**config.mk**
```make
export PLATFORM = sky130hd
export DESIGN_NAME = fetch_stage_flat
export DESIGN_NICKNAME = d
export VERILOG_FILES = /design/src/rtl/fetch_pkg.sv /design/src/rtl/fetch_if.sv /design/src/rtl/fetch_fifo.sv /design/src/rtl/fetch_stage.sv /design/src/flat_wrapper.sv
export SDC_FILE = /design/constraint.sdc
export NUM_CORES = 1
export LEC_CHECK = 0
export ABC_AREA = 0
export BUFFER_PORTS_ARGS = -buffer_cell sky130_fd_sc_hd__buf_2
export CORE_MARGIN = 2
export CORE_UTILIZATION = 35
export DETAILED_ROUTE_END_ITERATION = 6
export PLACE_DENSITY = 0.51
export SLEW_MARGIN = 20
export SYNTH_ARGS = -nofsm -noshare
export SYNTH_HDL_FRONTEND = slang
export SYNTH_HIERARCHICAL = 1
export SYNTH_SLANG_ARGS = --single-unit
export TNS_END_PERCENT = 20
```
**constraint.sdc**
```tcl
create_clock -name clk -period 5.3 [get_ports clk]
set_input_delay 0.795 -clock clk [delete_from_list [all_inputs] [get_ports clk]]
set_output_delay 0.795 -clock clk [all_outputs]
set_load 0.03 [all_outputs]
```
**src/rtl/fetch_pkg.sv**
```systemverilog
// Shared types and constants for the instruction fetch stage.
package fetch_pkg;

    localparam logic [63:0] RESET_PC_DEFAULT = 64'h0;
    localparam logic [31:0] NOP_INSTR        = 32'h0000_0013;
    localparam logic [63:0] PC_STEP          = 64'd4;

    typedef struct packed {
        logic [63:0] pc;
        logic [31:0] instr;
    } fetch_entry_t;

    typedef enum logic {
        ST_BOOT = 1'b0,
        ST_RUN  = 1'b1
    } fetch_state_t;

    function automatic logic [63:0] align_pc(input logic [63:0] pc);
        return {pc[63:2], 2'b00};
    endfunction

endpackage

```
**src/rtl/fetch_if.sv**
```systemverilog
// Fetch stage bus bundle: instruction memory port, execute-stage redirect
// and the IF/ID hand-off. master = fetch stage, slave = memory/pipeline side.
interface fetch_if;
    logic        imem_req;
    logic [63:0] imem_addr;
    logic        imem_gnt;
    logic        imem_rvalid;
    logic [31:0] imem_rdata;
    logic        redirect_valid;
    logic [63:0] redirect_pc;
    logic        id_stall;
    logic        if_valid;
    logic [31:0] if_instr;
    logic [63:0] if_pc;

    modport master (
        output imem_req, imem_addr,
        input  imem_gnt, imem_rvalid, imem_rdata,
        input  redirect_valid, redirect_pc, id_stall,
        output if_valid, if_instr, if_pc
    );

    modport slave (
        input  imem_req, imem_addr,
        output imem_gnt, imem_rvalid, imem_rdata,
        output redirect_valid, redirect_pc, id_stall,
        input  if_valid, if_instr, if_pc
    );
endinterface

```
**src/rtl/fetch_fifo.sv**
```systemverilog
// Prefetch queue of {pc, instr} entries; flush empties it in one cycle.
module fetch_fifo
    import fetch_pkg::*;
#(
    parameter int DEPTH = 4,
    localparam int AW   = $clog2(DEPTH),
    localparam int CW   = AW + 1
) (
    input  logic         clk,
    input  logic         rst,
    input  logic         push,
    input  logic         pop,
    input  logic         flush,
    input  fetch_entry_t din,
    output logic         full,
    output logic         empty,
    output fetch_entry_t head,
    output logic [CW-1:0] count
);

    fetch_entry_t  r_mem [DEPTH];
    logic [AW-1:0] r_wptr;
    logic [AW-1:0] r_rptr;
    logic [CW-1:0] r_count;

    // Storage is not reset; readers only look at it while the queue is non-empty.
    always_ff @(posedge clk) begin
        if (push && !flush) begin
            r_mem[r_wptr] <= din;
        end
    end

    always_ff @(posedge clk or negedge rst) begin
        if (!rst) begin
            r_wptr  <= '0;
            r_rptr  <= '0;
            r_count <= '0;
        end else if (flush) begin
            r_wptr  <= '0;
            r_rptr  <= '0;
            r_count <= '0;
        end else begin
            if (push) r_wptr <= r_wptr + AW'(1);
            if (pop)  r_rptr <= r_rptr + AW'(1);
            r_count <= r_count + CW'(push) - CW'(pop);
        end
    end

    assign head  = r_mem[r_rptr];
    assign count = r_count;
    assign full  = (r_count == CW'(DEPTH));
    assign empty = (r_count == '0);

endmodule

```
**src/rtl/fetch_stage.sv**
```systemverilog
// Instruction fetch stage with credit-limited prefetch and redirect squashing.
// Optional FETCH_PERF_EN adds pop and stall performance counters.
module fetch_stage
    import fetch_pkg::*;
#(
    parameter logic [63:0] RESET_PC   = RESET_PC_DEFAULT,
    parameter int          FIFO_DEPTH = 4
) (
    input  logic     clk,
    input  logic     rst,
    fetch_if.master  bus
`ifdef FETCH_PERF_EN
    ,
    output logic [31:0] perf_fetched,
    output logic [31:0] perf_stall
`endif
);

    localparam int CW = $clog2(FIFO_DEPTH) + 1;

    fetch_state_t  r_state;
    fetch_state_t  w_state_next;
    logic [63:0]   r_fetch_pc;
    logic [63:0]   r_resp_pc;
    logic [CW-1:0] r_outstanding;
    logic [CW-1:0] r_drop_cnt;

    logic          w_req;
    logic          w_fire;
    logic          w_accept;
    logic          w_drop;
    logic          w_push;
    logic          w_pop;
    logic          w_full;
    logic          w_empty;
    logic [CW-1:0] w_count;
    logic [CW:0]   w_inflight;
    fetch_entry_t  w_din;
    fetch_entry_t  w_head;

    always_ff @(posedge clk or negedge rst) begin
        if (!rst) r_state <= ST_BOOT;
        else      r_state <= w_state_next;
    end

    always_comb begin
        w_state_next = r_state;
        case (r_state)
            ST_BOOT: w_state_next = ST_RUN;
            ST_RUN:  w_state_next = ST_RUN;
            default: w_state_next = ST_BOOT;
        endcase
    end

    // Credits cover both queued words and words still in flight, so a granted
    // request always has a slot waiting for it.
    always_comb begin
        w_inflight = {1'b0, w_count} + {1'b0, r_outstanding};
        w_req      = (r_state == ST_RUN) && !bus.redirect_valid
                     && (w_inflight < (CW+1)'(FIFO_DEPTH));
    end

    assign w_fire   = w_req && bus.imem_gnt;
    assign w_drop   = bus.imem_rvalid && (r_drop_cnt != '0);
    assign w_accept = bus.imem_rvalid && (r_drop_cnt == '0) && !bus.redirect_valid;
    assign w_pop    = !w_empty && !bus.id_stall && !bus.redirect_valid;
    assign w_push   = w_accept && (!w_full || w_pop);
    assign w_din    = '{pc: r_resp_pc, instr: bus.imem_rdata};

    always_ff @(posedge clk or negedge rst) begin
        if (!rst) begin
            r_fetch_pc    <= align_pc(RESET_PC);
            r_resp_pc     <= align_pc(RESET_PC);
            r_outstanding <= '0;
            r_drop_cnt    <= '0;
        end else begin
            r_outstanding <= r_outstanding + CW'(w_fire) - CW'(bus.imem_rvalid);
            if (bus.redirect_valid) begin
                // Everything still in flight after this cycle's response is stale.
                r_fetch_pc <= align_pc(bus.redirect_pc);
                r_resp_pc  <= align_pc(bus.redirect_pc);
                r_drop_cnt <= r_outstanding - CW'(bus.imem_rvalid);
            end else begin
                if (w_fire)   r_fetch_pc <= r_fetch_pc + PC_STEP;
                if (w_accept) r_resp_pc  <= r_resp_pc + PC_STEP;
                if (w_drop)   r_drop_cnt <= r_drop_cnt - CW'(1);
            end
        end
    end

    fetch_fifo #(
        .DEPTH (FIFO_DEPTH)
    ) u_fifo (
        .clk   (clk),
        .rst   (rst),
        .push  (w_push),
        .pop   (w_pop),
        .flush (bus.redirect_valid),
        .din   (w_din),
        .full  (w_full),
        .empty (w_empty),
        .head  (w_head),
        .count (w_count)
    );

    assign bus.imem_req  = w_req;
    assign bus.imem_addr = r_fetch_pc;
    assign bus.if_valid  = !w_empty;
    assign bus.if_instr  = w_empty ? 32'h0 : w_head.instr;
    assign bus.if_pc     = w_empty ? 64'h0 : w_head.pc;

`ifdef FETCH_PERF_EN
    logic [31:0] r_perf_fetched;
    logic [31:0] r_perf_stall;

    always_ff @(posedge clk or negedge rst) begin
        if (!rst) begin
            r_perf_fetched <= '0;
            r_perf_stall   <= '0;
        end else begin
            if (w_pop)                   r_perf_fetched <= r_perf_fetched + 32'd1;
            if (!w_empty && bus.id_stall) r_perf_stall  <= r_perf_stall + 32'd1;
        end
    end

    assign perf_fetched = r_perf_fetched;
    assign perf_stall   = r_perf_stall;
`endif

endmodule

```
**src/flat_wrapper.sv**
```systemverilog
// flat-port wrapper written by rule: the top's interface ports become plain ports
module fetch_stage_flat import fetch_pkg::*;
#(
    parameter logic [63:0] RESET_PC   = RESET_PC_DEFAULT,
    parameter int          FIFO_DEPTH = 4
)
  (clk, rst, bus_imem_req, bus_imem_addr, bus_imem_gnt, bus_imem_rvalid, bus_imem_rdata, bus_redirect_valid, bus_redirect_pc, bus_id_stall, bus_if_valid, bus_if_instr, bus_if_pc);
  fetch_if bus_i ();
  input  logic clk;
  input  logic rst;
  output wire logic [$bits(bus_i.imem_req)-1:0] bus_imem_req;
  output wire logic [$bits(bus_i.imem_addr)-1:0] bus_imem_addr;
  input wire logic [$bits(bus_i.imem_gnt)-1:0] bus_imem_gnt;
  input wire logic [$bits(bus_i.imem_rvalid)-1:0] bus_imem_rvalid;
  input wire logic [$bits(bus_i.imem_rdata)-1:0] bus_imem_rdata;
  input wire logic [$bits(bus_i.redirect_valid)-1:0] bus_redirect_valid;
  input wire logic [$bits(bus_i.redirect_pc)-1:0] bus_redirect_pc;
  input wire logic [$bits(bus_i.id_stall)-1:0] bus_id_stall;
  output wire logic [$bits(bus_i.if_valid)-1:0] bus_if_valid;
  output wire logic [$bits(bus_i.if_instr)-1:0] bus_if_instr;
  output wire logic [$bits(bus_i.if_pc)-1:0] bus_if_pc;
  assign bus_imem_req = bus_i.imem_req;
  assign bus_imem_addr = bus_i.imem_addr;
  assign bus_i.imem_gnt = bus_imem_gnt;
  assign bus_i.imem_rvalid = bus_imem_rvalid;
  assign bus_i.imem_rdata = bus_imem_rdata;
  assign bus_i.redirect_valid = bus_redirect_valid;
  assign bus_i.redirect_pc = bus_redirect_pc;
  assign bus_i.id_stall = bus_id_stall;
  assign bus_if_valid = bus_i.if_valid;
  assign bus_if_instr = bus_i.if_instr;
  assign bus_if_pc = bus_i.if_pc;
  fetch_stage #(.RESET_PC(RESET_PC), .FIFO_DEPTH(FIFO_DEPTH)) u_core (.clk(clk), .rst(rst), .bus(bus_i));
endmodule
```
==> impl_metrics.json, run 1 <==
{
  "gp_routability_congestion": 0.839,
  "holdWs_ps": 184,
  "viasPerCell": 5.41,
  "yosysSeqAreaShare_pct": 64.6,
  "fin_crit_ps": 3770,
  "start_util_pct": 35.3,
  "core-area_sq_um": 65700,
  "critical_path_class": "reg2out",
  "die-area_sq_um": 68400,
  "finalHoldViolations": 0,
  "critical_path.reg2reg.endpoint": "u_core/r_resp_pc[57]",
  "post-route-drc-count": 0,
  "synth.top_cell.area_share_pct": 49.7,
  "cts_tree": "yes",
  "run_status": "finished, final reports clean",
  "rows": 94,
  "maximum_achievable_frequency_mhz": 265,
  "chipHeight_microns": 261,
  "dr_total_vias": 15000,
  "finalWirelength_mm": 63.8,
  "cellPowerDensity_nw_per_um2": 439,
  "slew_violations": 0,
  "synthesis.area_per_instance_sq_um": 14.5,
  "wire_per_inst_microns": 23.0,
  "critPathArrivalTime_ps": 2980,
  "synthToLayoutAreaGrowth_pct": 17.9,
  "netlist_instances": 1597,
  "ys_warn_count": 6,
  "synth.top_cells.by_area": "sky130_fd_sc_hd__edfxtp_1 (50%), sky130_fd_sc_hd__dfrtp_1 (15%), sky130_fd_sc_hd__mux4_2 (9.3%)",
  "drt_pre_antenna_iters": 5,
  "timing.reg2reg.setup_slack_ps": 2080,
  "synth.cell_area_sq_um": 23200,
  "worst_clk_skew_ps": 15.7,
  "async_reset_ff_share_pct": 26.4,
  "synth_common_cells": "sky130_fd_sc_hd__edfxtp_1 (384), sky130_fd_sc_hd__dfrtp_1 (138), sky130_fd_sc_hd__nand2_1 (119)",
  "final-instance-count-excl-fill": 2771,
  "post-route-util_pct": 41.6,
  "post_route_cells_drive_above_1_share_pct": 26.3,
  "setup-tns-final_ps": 0,
  "die_w_microns": 261,
  "grt_util_all_layers_pct": 18.5,
  "num-nets-final": 1978,
  "critical_path_required_ps": 4510,
  "ctsResizeCount": 0,
  "htree_num_levels": 2,
  "worst-r2r-cell-count": 5,
  "total_area_of_multi_input_combinational_cells_sq_um": 7720,
  "dr.first_iter.drc_count": 1013,
  "synthFlopType": "sky130_fd_sc_hd__edfxtp_1",
  "power.leakage_nw": 9.67,
  "buffers_added_on_ports": 259,
  "postSynthRegisterBits": 522,
  "hold_path.class": "in2async",
  "drtAntennaViolNets": 0,
  "setup_repair_after_global_routing_missed_its_margin": "false",
  "cp_max_fo": 64,
  "top_level_ports": 264,
  "slew_headroom_pct": 35.7,
  "number_of_global_route_vias_before_repair": 14900,
  "regArea_sq_um": 15000,
  "netlist.top_cell.by_area": "sky130_fd_sc_hd__edfxtp_1",
  "pin_count_of_the_biggest_net_entering_global_routing": 97,
  "yosysMostFrequentCell": "sky130_fd_sc_hd__edfxtp_1",
  "startpoint_type": "flop",
  "grt_overflow_total": 0,
  "critical_path.endpoint_type": "output pin",
  "cts_setup_buffers": 0,
  "cts.clk_slew.worst_paths_ps": 60,
  "ctsHoldBuffers": 0,
  "cap_viol_max_count": 0,
  "grt_pass1_wl_mm": 94.8,
  "fillCellCount": 6109,
  "worst_ir_drop_vdd_mv": 0.248,
  "setup-violations-final": 0,
  "cts-buffers-inserted": 58,
  "critical_path.endpoint": "bus_if_pc[10]",
  "post-dp-hpwl_mm": 40.7,
  "placed_cells_incl_taps": 2662,
  "clock-sinks": 522,
  "r2r_start": "u_core/r_resp_pc[18]",
  "timing.final.crit_share_pct": 71.1,
  "timing.critical_path.from": "u_core/u_fifo/count[1]",
  "cts_max_path_buffers": 3,
  "clk-insertion-delay-late_ps": 620,
  "grt_antenna_before_repair": 3,
  "worstMarginPinSlew_ps": 958,
  "number_of_enable_flip_flop_cells_after_synthesis": 384,
  "clockRootBuffer": "sky130_fd_sc_hd__clkbuf_16",
  "yosysUniqueCellTypes": 70
}
==> per-stage QoR <==
step           power [mW]  worst slack [ps]  area [sq um]
2_1_floorplan        7.05               565         23200
3_3_place_gp         8.12              1900         25500
3_5_place_dp         8.15              1860         25500
4_1_cts              12.2              1380         27300
5_1_grt              12.6              1320         27300
6_report             12.0              1530         27300
==> sequential cells by signal, summed over array words and instances, names as in the netlist <==
name and cells:
u_core/u_fifo/r_mem 384, u_core/bus.imem_addr 62, u_core/r_resp_pc 62, u_core/r_drop_cnt 3
u_core/r_outstanding 3, u_core/u_fifo/count 3, u_core/u_fifo/r_rptr 2, u_core/u_fifo/r_wptr 2
u_core/r_state 1
==> logic make-up after synthesis <==
logic type,share of synthesized area [%]
DFF,64.6
other,0.0324
adders and majority gates,1.04
and+or+nand+nor,14.4
muxes,9.97
buffers and inverters,2.37
xor gates and xnor gates,1.61
AOI/OAI and AO/OA,5.97
==> critical path, cell delays in order, from the launching register on <==
cell	delay (ps)
sky130_fd_sc_hd__dfrtp_1	450
sky130_fd_sc_hd__nor3_2	220
sky130_fd_sc_hd__buf_4	410
sky130_fd_sc_hd__buf_4	700
sky130_fd_sc_hd__nor2b_1	220
sky130_fd_sc_hd__buf_2	250
==> cell type report <==
| class | instances | area share (%) |
|---|---|---|
| inverter | 32 | 0.439 |
| tap | 864 | 3.95 |
| clock inverter | 32 | 1.22 |
| sequential | 522 | 54.8 |
| timing repair buffer | 280 | 5.62 |
| clock buffer | 76 | 5.71 |
| multi-input combinational | 964 | 28.2 |
| antenna | 1 | 0.00915 |
==> worst min path at each step <==
stage | to | slack, ps | cells past startpoint
finish | u_core/bus.imem_addr[43] | 180 | 1
global route | u_core/bus.imem_addr[45] | 210 | 1
CTS | u_core/bus.imem_addr[45] | 180 | 1
detailed placement | u_core/r_outstanding[0] | 540 | 1
global placement | u_core/r_outstanding[0] | 530 | 1
floorplan | u_core/u_fifo/r_mem[0][95] | 480 | 0
==> cell usage in the layout (no fill, tap or decap), types with 13 or more instances in the layout <==
| cell | n |
|---|---|
| sky130_fd_sc_hd__edfxtp_1 | 384 |
| sky130_fd_sc_hd__buf_2 | 257 |
| sky130_fd_sc_hd__dfrtp_1 | 136 |
| sky130_fd_sc_hd__nand2_1 | 119 |
| sky130_fd_sc_hd__nor2b_1 | 104 |
| sky130_fd_sc_hd__mux4_2 | 96 |
| sky130_fd_sc_hd__nand3_1 | 74 |
| sky130_fd_sc_hd__clkbuf_16 | 59 |
| sky130_fd_sc_hd__o21ai_0 | 58 |
| sky130_fd_sc_hd__nand4_1 | 58 |
| sky130_fd_sc_hd__nor2_1 | 54 |
| sky130_fd_sc_hd__a31oi_1 | 32 |
| sky130_fd_sc_hd__inv_1 | 31 |
| sky130_fd_sc_hd__and3_1 | 29 |
| sky130_fd_sc_hd__xor2_1 | 25 |
| sky130_fd_sc_hd__o211ai_1 | 25 |
| sky130_fd_sc_hd__or4_1 | 23 |
| sky130_fd_sc_hd__or3_1 | 21 |
| sky130_fd_sc_hd__a21oi_1 | 19 |
| sky130_fd_sc_hd__buf_4 | 16 |
| sky130_fd_sc_hd__nor4_1 | 16 |
| sky130_fd_sc_hd__ha_1 | 16 |
| sky130_fd_sc_hd__clkbuf_1 | 15 |
| sky130_fd_sc_hd__xnor2_1 | 15 |
| sky130_fd_sc_hd__nor3_1 | 14 |
| sky130_fd_sc_hd__and2_1 | 14 |
| sky130_fd_sc_hd__o311ai_0 | 13 |
==> layer usage <==
metal  vias to the layer above  global-route usage [%]  share of wire, %
met4                         2                    4.85               2.2
met1                      7684                    26.1                45
met2                       443                    29.2                47
met3                        95                    3.70               6.0
met5                         -                       0             0.016
li1                       6759                       -                 -
==> power by group <==
part           switching, mW  leakage, nW  internal (mW)
Clock                   1.65        0.909           2.36
Sequential             0.313         5.10           4.62
Combinational           2.12         3.65          0.936
(Power assumes the default switching activity.)
==> run 2: changes to the inputs <==
==> constraint.sdc (replaced) <==
create_clock -name clk -period 3.9 [get_ports clk]
set_input_delay 0.585 -clock clk [delete_from_list [all_inputs] [get_ports clk]]
set_output_delay 0.585 -clock clk [all_outputs]
set_load 0.03 [all_outputs]
==> impl_metrics.json, run 2 (same netlist as run 1, synthesis figures left out) <==
{
  "run_status": "finished, final reports clean",
  "num-nets-final": 1986,
  "clock-sinks": 522,
  "dr_total_vias": 15000,
  "drtAntennaViolNets": 0,
  "cap_viol_max_count": 0,
  "finalWirelength_mm": 62.5,
  "die-area_sq_um": 68400,
  "core-area_sq_um": 65700,
  "worstMarginPinSlew_ps": 969,
  "number_of_global_route_vias_before_repair": 14800,
  "htree_num_levels": 2,
  "critical_path.endpoint_type": "output pin",
  "startpoint_type": "flop",
  "clkPwrFrac_pct": 33.1,
  "cts_max_path_buffers": 3,
  "drt_pre_antenna_iters": 5,
  "worst_slack_setup_final_ps": 591,
  "comb_power_share_pct": 25.2,
  "p_sw_mw": 5.44,
  "r2r_start": "u_core/r_resp_pc[2]",
  "start_util_pct": 35.3,
  "slew_violations": 0,
  "worst_clk_skew_ps": 15.1,
  "dpl_worst_slack_ps": 921,
  "grt_antenna_before_repair": 4,
  "grt_pass1_wl_mm": 93.0,
  "wire_per_inst_microns": 22.5,
  "hold_path.class": "in2async",
  "cts_setup_buffers": 0,
  "critPathArrivalTime_ps": 2720,
  "top_level_ports": 264,
  "viasPerCell": 5.41,
  "clk-insertion-delay-late_ps": 610,
  "post-dp-hpwl_mm": 41.3,
  "slew_headroom_pct": 35.4,
  "fin_crit_ps": 3310,
  "setup-tns-final_ps": 0,
  "setup-violations-final": 0,
  "worst_ir_drop_vdd_mv": 0.344,
  "seq_power_share_pct": 41.7,
  "cellInternalPower_mw": 10.7,
  "cts_tree": "yes",
  "chipHeight_microns": 261,
  "buffers_added_on_ports": 259,
  "critical_path.reg2reg.endpoint": "u_core/r_resp_pc[60]",
  "regArea_sq_um": 15000,
  "worst-r2r-cell-count": 6,
  "timing.final.crit_share_pct": 84.9,
  "critical_path_required_ps": 3310,
  "post_route_cells_drive_above_1_share_pct": 26.9,
  "timing.reg2reg.setup_slack_ps": 1020,
  "setup_repair_after_global_routing_missed_its_margin": "false",
  "final-instance-count-excl-fill": 2780,
  "rows": 94,
  "fillCellCount": 6056,
  "synthToLayoutAreaGrowth_pct": 18.4,
  "maximum_achievable_frequency_mhz": 302,
  "placement_cell_area_sq_um": 25600,
  "ctsHoldBuffers": 0,
  "layout_commonest_cell": "sky130_fd_sc_hd__edfxtp_1",
  "finalHoldViolations": 0,
  "pin_count_of_the_biggest_net_entering_global_routing": 83,
  "post-route-drc-count": 0,
  "grt_overflow_total": 0,
  "critical_path_class": "reg2out",
  "power.leakage_nw": 9.74,
  "grt_util_all_layers_pct": 18.1,
  "fin_area_sq_um": 27500,
  "cp_max_fo": 61,
  "cts.clk_slew.worst_paths_ps": 60,
  "clockRootBuffer": "sky130_fd_sc_hd__clkbuf_16",
  "ctsResizeCount": 0,
  "placed_cells_incl_taps": 2670,
  "gp_routability_congestion": 0.816,
  "total_area_of_multi_input_combinational_cells_sq_um": 7720,
  "cts-buffers-inserted": 58,
  "dr.first_iter.drc_count": 1050,
  "largest_register_ffs": 384,
  "cellPowerDensity_nw_per_um2": 587,
  "p_sw_share_pct": 33.7,
  "largest-register": "u_core/u_fifo/r_mem",
  "most-common-layout-cells": "sky130_fd_sc_hd__edfxtp_1 (384), sky130_fd_sc_hd__buf_2 (257), sky130_fd_sc_hd__dfrtp_1 (136), sky130_fd_sc_hd__nand2_1 (119), sky130_fd_sc_hd__nor2b_1 (104)",
  "die_w_microns": 261
}
==> run 2: changes by cell type in the layout (fill, tap and decap cells not counted) <==
cell	before	now
sky130_fd_sc_hd__buf_12	6	13
sky130_fd_sc_hd__buf_4	16	17
sky130_fd_sc_hd__bufinv_16	6	3
sky130_fd_sc_hd__clkbuf_1	15	11
sky130_fd_sc_hd__clkbuf_16	59	61
sky130_fd_sc_hd__clkbuf_8	2	4
sky130_fd_sc_hd__clkinv_2	9	14
sky130_fd_sc_hd__clkinv_4	0	2
sky130_fd_sc_hd__clkinv_8	2	0
sky130_fd_sc_hd__clkinvlp_4	5	3
sky130_fd_sc_hd__inv_6	0	1
==> run 2: layout make-up <==
type	instances	share of cell area (%)
antenna	1	0.00911
clock buffer	76	5.91
clock inverter	33	0.897
inverter	32	0.437
multi-input combinational	964	28.1
sequential	522	54.6
tap	864	3.94
timing repair buffer	288	6.14
==> run 2: worst max-delay path, stage by stage, from the launching register on <==
cell                      delay (ps)
sky130_fd_sc_hd__dfrtp_1         460
sky130_fd_sc_hd__nor3_2          210
sky130_fd_sc_hd__buf_4           420
sky130_fd_sc_hd__buf_4           640
sky130_fd_sc_hd__nor2b_1         150
sky130_fd_sc_hd__buf_2           220
==> run 2: layer usage <==
| metal | global-route usage (%) | vias up | share of wire, % |
|---|---|---|---|
| met5 | 0 | - | 0.029 |
| met4 | 4.78 | 4 | 2.1 |
| met3 | 3.40 | 96 | 5.9 |
| met2 | 28.5 | 454 | 47 |
| met1 | 25.7 | 7703 | 45 |
| li1 | - | 6770 | - |
==> run 2: per-stage QoR <==
stage | power (mW) | util, % | hold slack [ps]
2_1_floorplan | 9.58 | - | 289
3_3_place_gp | 10.9 | 38.9 | 538
3_5_place_dp | 11.0 | 38.9 | 546
4_1_cts | 16.4 | 41.8 | 9.26
5_1_grt | 16.9 | 41.8 | 46.9
6_report | 16.1 | 41.8 | 3.61
==> run 2: power groups by stage <==
stage          Clock (mW)  Combinational (mW)  Sequential (mW)
2_1_floorplan           0                2.76             6.83
3_5_place_dp            0                4.15             6.83
3_3_place_gp            0                4.11             6.81
5_1_grt              5.72                4.40             6.78
4_1_cts              5.49                4.16             6.72
6_report             5.34                4.06             6.72
==> run 2: how the worst max path moves through the flow <==
stage                                 startpoint                   endpoint  slack [ps]  cells past startpoint
after global placement        bus_redirect_valid   u_core/bus.imem_addr[58]         970                      7
after CTS                 u_core/u_fifo/count[1]               bus_if_pc[3]         430                      5
after global routing      u_core/u_fifo/count[1]               bus_if_pc[9]         330                      5
after floorplan               bus_redirect_valid  u_core/u_fifo/r_mem[1][0]        -620                      7
after detailed placement      bus_redirect_valid   u_core/bus.imem_addr[58]         920                      7
final                     u_core/u_fifo/count[1]               bus_if_pc[3]         590                      5
==> run 3: changes to the inputs <==
==> constraint.sdc (replaced) <==
create_clock -name clk -period 3.2 [get_ports clk]
set_input_delay 0.48 -clock clk [delete_from_list [all_inputs] [get_ports clk]]
set_output_delay 0.48 -clock clk [all_outputs]
set_load 0.03 [all_outputs]
==> impl_metrics.json, run 3 (same netlist as run 1, synthesis figures left out) <==
{
  "grt_util_all_layers_pct": 18.0,
  "ordered_list_of_cells_on_the_worst_path": "nor3_2, buf_4, nor2b_1, buf_2",
  "ctsResizeCount": 0,
  "critical_path.endpoint_type": "output pin",
  "clock-sinks": 522,
  "cts_max_path_buffers": 3,
  "post-dp-hpwl_mm": 41.6,
  "die_w_microns": 261,
  "pin_count_of_the_biggest_net_entering_global_routing": 83,
  "grt_antenna_before_repair": 4,
  "critical_path_required_ps": 2720,
  "cap_viol_max_count": 0,
  "start_util_pct": 35.3,
  "post-route-drc-count": 0,
  "clkPwrFrac_pct": 32.4,
  "viasPerCell": 5.38,
  "cp_max_fo": 59,
  "top_level_ports": 264,
  "clockRootBuffer": "sky130_fd_sc_hd__clkbuf_16",
  "run_status": "finished, final reports clean",
  "cpMaxStageDelayCell": "sky130_fd_sc_hd__buf_4",
  "wire_per_inst_microns": 22.3,
  "finalHoldViolations": 0,
  "setup-tns-final_ps": 0,
  "largest_register_ffs": 384,
  "worst_clk_skew_ps": 18.1,
  "setup_repair_after_global_routing_missed_its_margin": "false",
  "cellPowerDensity_nw_per_um2": 711,
  "cts-buffers-inserted": 57,
  "num-nets-final": 2006,
  "largest-register": "u_core/u_fifo/r_mem",
  "maximum_achievable_frequency_mhz": 334,
  "buffers_added_on_ports": 259,
  "layout_commonest_cell": "sky130_fd_sc_hd__edfxtp_1",
  "rows": 94,
  "slew_headroom_pct": 33.7,
  "worst_path_largest_cell_delay_ps": 650,
  "core-area_sq_um": 65700,
  "power_mw": 19.6,
  "htree_num_levels": 2,
  "critPathArrivalTime_ps": 2520,
  "clk-insertion-delay-late_ps": 600,
  "slew_violations": 0,
  "cts_tree": "yes",
  "grt_overflow_total": 0,
  "die-area_sq_um": 68400,
  "dr.first_iter.drc_count": 1140,
  "critical_path_class": "reg2out",
  "fin_crit_ps": 3000,
  "most-common-layout-cells": "sky130_fd_sc_hd__edfxtp_1 (384), sky130_fd_sc_hd__buf_2 (257), sky130_fd_sc_hd__dfrtp_1 (136), sky130_fd_sc_hd__nand2_1 (119), sky130_fd_sc_hd__nor2b_1 (104)",
  "startpoint_type": "flop",
  "synthToLayoutAreaGrowth_pct": 18.9,
  "worst_slack_setup_final_ps": 203,
  "hold_path.class": "in2reg",
  "worstMarginPinSlew_ps": 994,
  "finalWirelength_mm": 62.3,
  "drt_pre_antenna_iters": 5,
  "p_sw_mw": 6.64,
  "worst_ir_drop_vdd_mv": 0.474,
  "dr_total_vias": 15000,
  "timing.final.crit_share_pct": 93.7,
  "cts_setup_buffers": 0,
  "cellInternalPower_mw": 13.0,
  "cts.clk_slew.worst_paths_ps": 60,
  "gp_routability_congestion": 0.885,
  "post_route_cells_drive_above_1_share_pct": 27.2,
  "drtAntennaViolNets": 0,
  "p_sw_share_pct": 33.8,
  "ctsHoldBuffers": 1,
  "comb_power_share_pct": 26.0,
  "number_of_global_route_vias_before_repair": 14800,
  "grt_pass1_wl_mm": 93.2,
  "power.leakage_nw": 9.79,
  "dpl_worst_slack_ps": 552,
  "setup-violations-final": 0,
  "chipHeight_microns": 261,
  "seq_power_share_pct": 41.6
}
run 3: changes by cell type in the layout (fill, tap and decap cells not counted), sizes merged, moves of 3 or more:
cell / before / now
clkbuf: 76 / 72
clkinv: 26 / 13
buf: 288 / 308
bufinv: 3 / 6
clkinvlp: 3 / 6
run 3: metal layers:
metal	track usage (%)	vias to the layer above	part of all wire [%]
met3	3.39	73	5.6
li1	-	6800	-
met5	0	-	0.030
met1	25.7	7699	45
met2	28.4	442	47
met4	4.56	4	2.0
run 3: worst paths after layout:
| path | startpoint | endpoint | slack (ps) | cells after the start |
|---|---|---|---|---|
| min in group asynchronous | rst | u_core/bus.imem_addr[44] | 440 | 2 |
| min | bus_imem_rdata[6] | u_core/u_fifo/r_mem[2][6] | 100 | 1 |
| max reg2reg | u_core/r_resp_pc[18] | u_core/r_resp_pc[57] | 560 | 6 |
| min reg2reg | u_core/r_outstanding[0] | u_core/r_outstanding[0] | 560 | 1 |
| max in group asynchronous | rst | u_core/u_fifo/r_rptr[0] | 1940 | 3 |
| max | u_core/u_fifo/count[1] | bus_if_pc[36] | 200 | 4 |
run 3: power by group through the flow:
stage / registers, mW / logic (mW) / clock network (mW)
after global routing: 8.22 / 5.53 / 6.79
after detailed placement: 8.28 / 5.23 / 0
after CTS: 8.15 / 5.24 / 6.54
final: 8.16 / 5.11 / 6.36
after global placement: 8.26 / 5.21 / 0
after floorplan: 8.32 / 3.36 / 0
run 3: metrics by stage:
stage | utilization, % | hold WS, ps | cell area (sq um) | cells
2_1_floorplan | - | 184 | 23200 | 1606
3_3_place_gp | 39.2 | 533 | 25800 | 2690
3_5_place_dp | 39.2 | 538 | 25800 | 2690
4_1_cts | 42.0 | 56.7 | 27600 | 2788
5_1_grt | 42.0 | 69.3 | 27600 | 2788
6_report | 42.0 | 103 | 27600 | 2790
run 3: worst max-delay path: cells and delay by family (launching register included):
family | cells | cell delay [ps]
buf+inv | 2 | 890
flops | 1 | 450
simple gates | 2 | 550
run 3: cell type report:
type                            instances  area (sq um)
Multi-Input combinational cell        964          7720
Antenna cell                            2          5.00
Clock inverter                         25           283
Inverter                               32           120
Tap cell                              864          1080
Clock buffer                           72          1490
Sequential cell                       522         15000
Fill cell                            6042         38200
Timing Repair Buffer                  309          1900
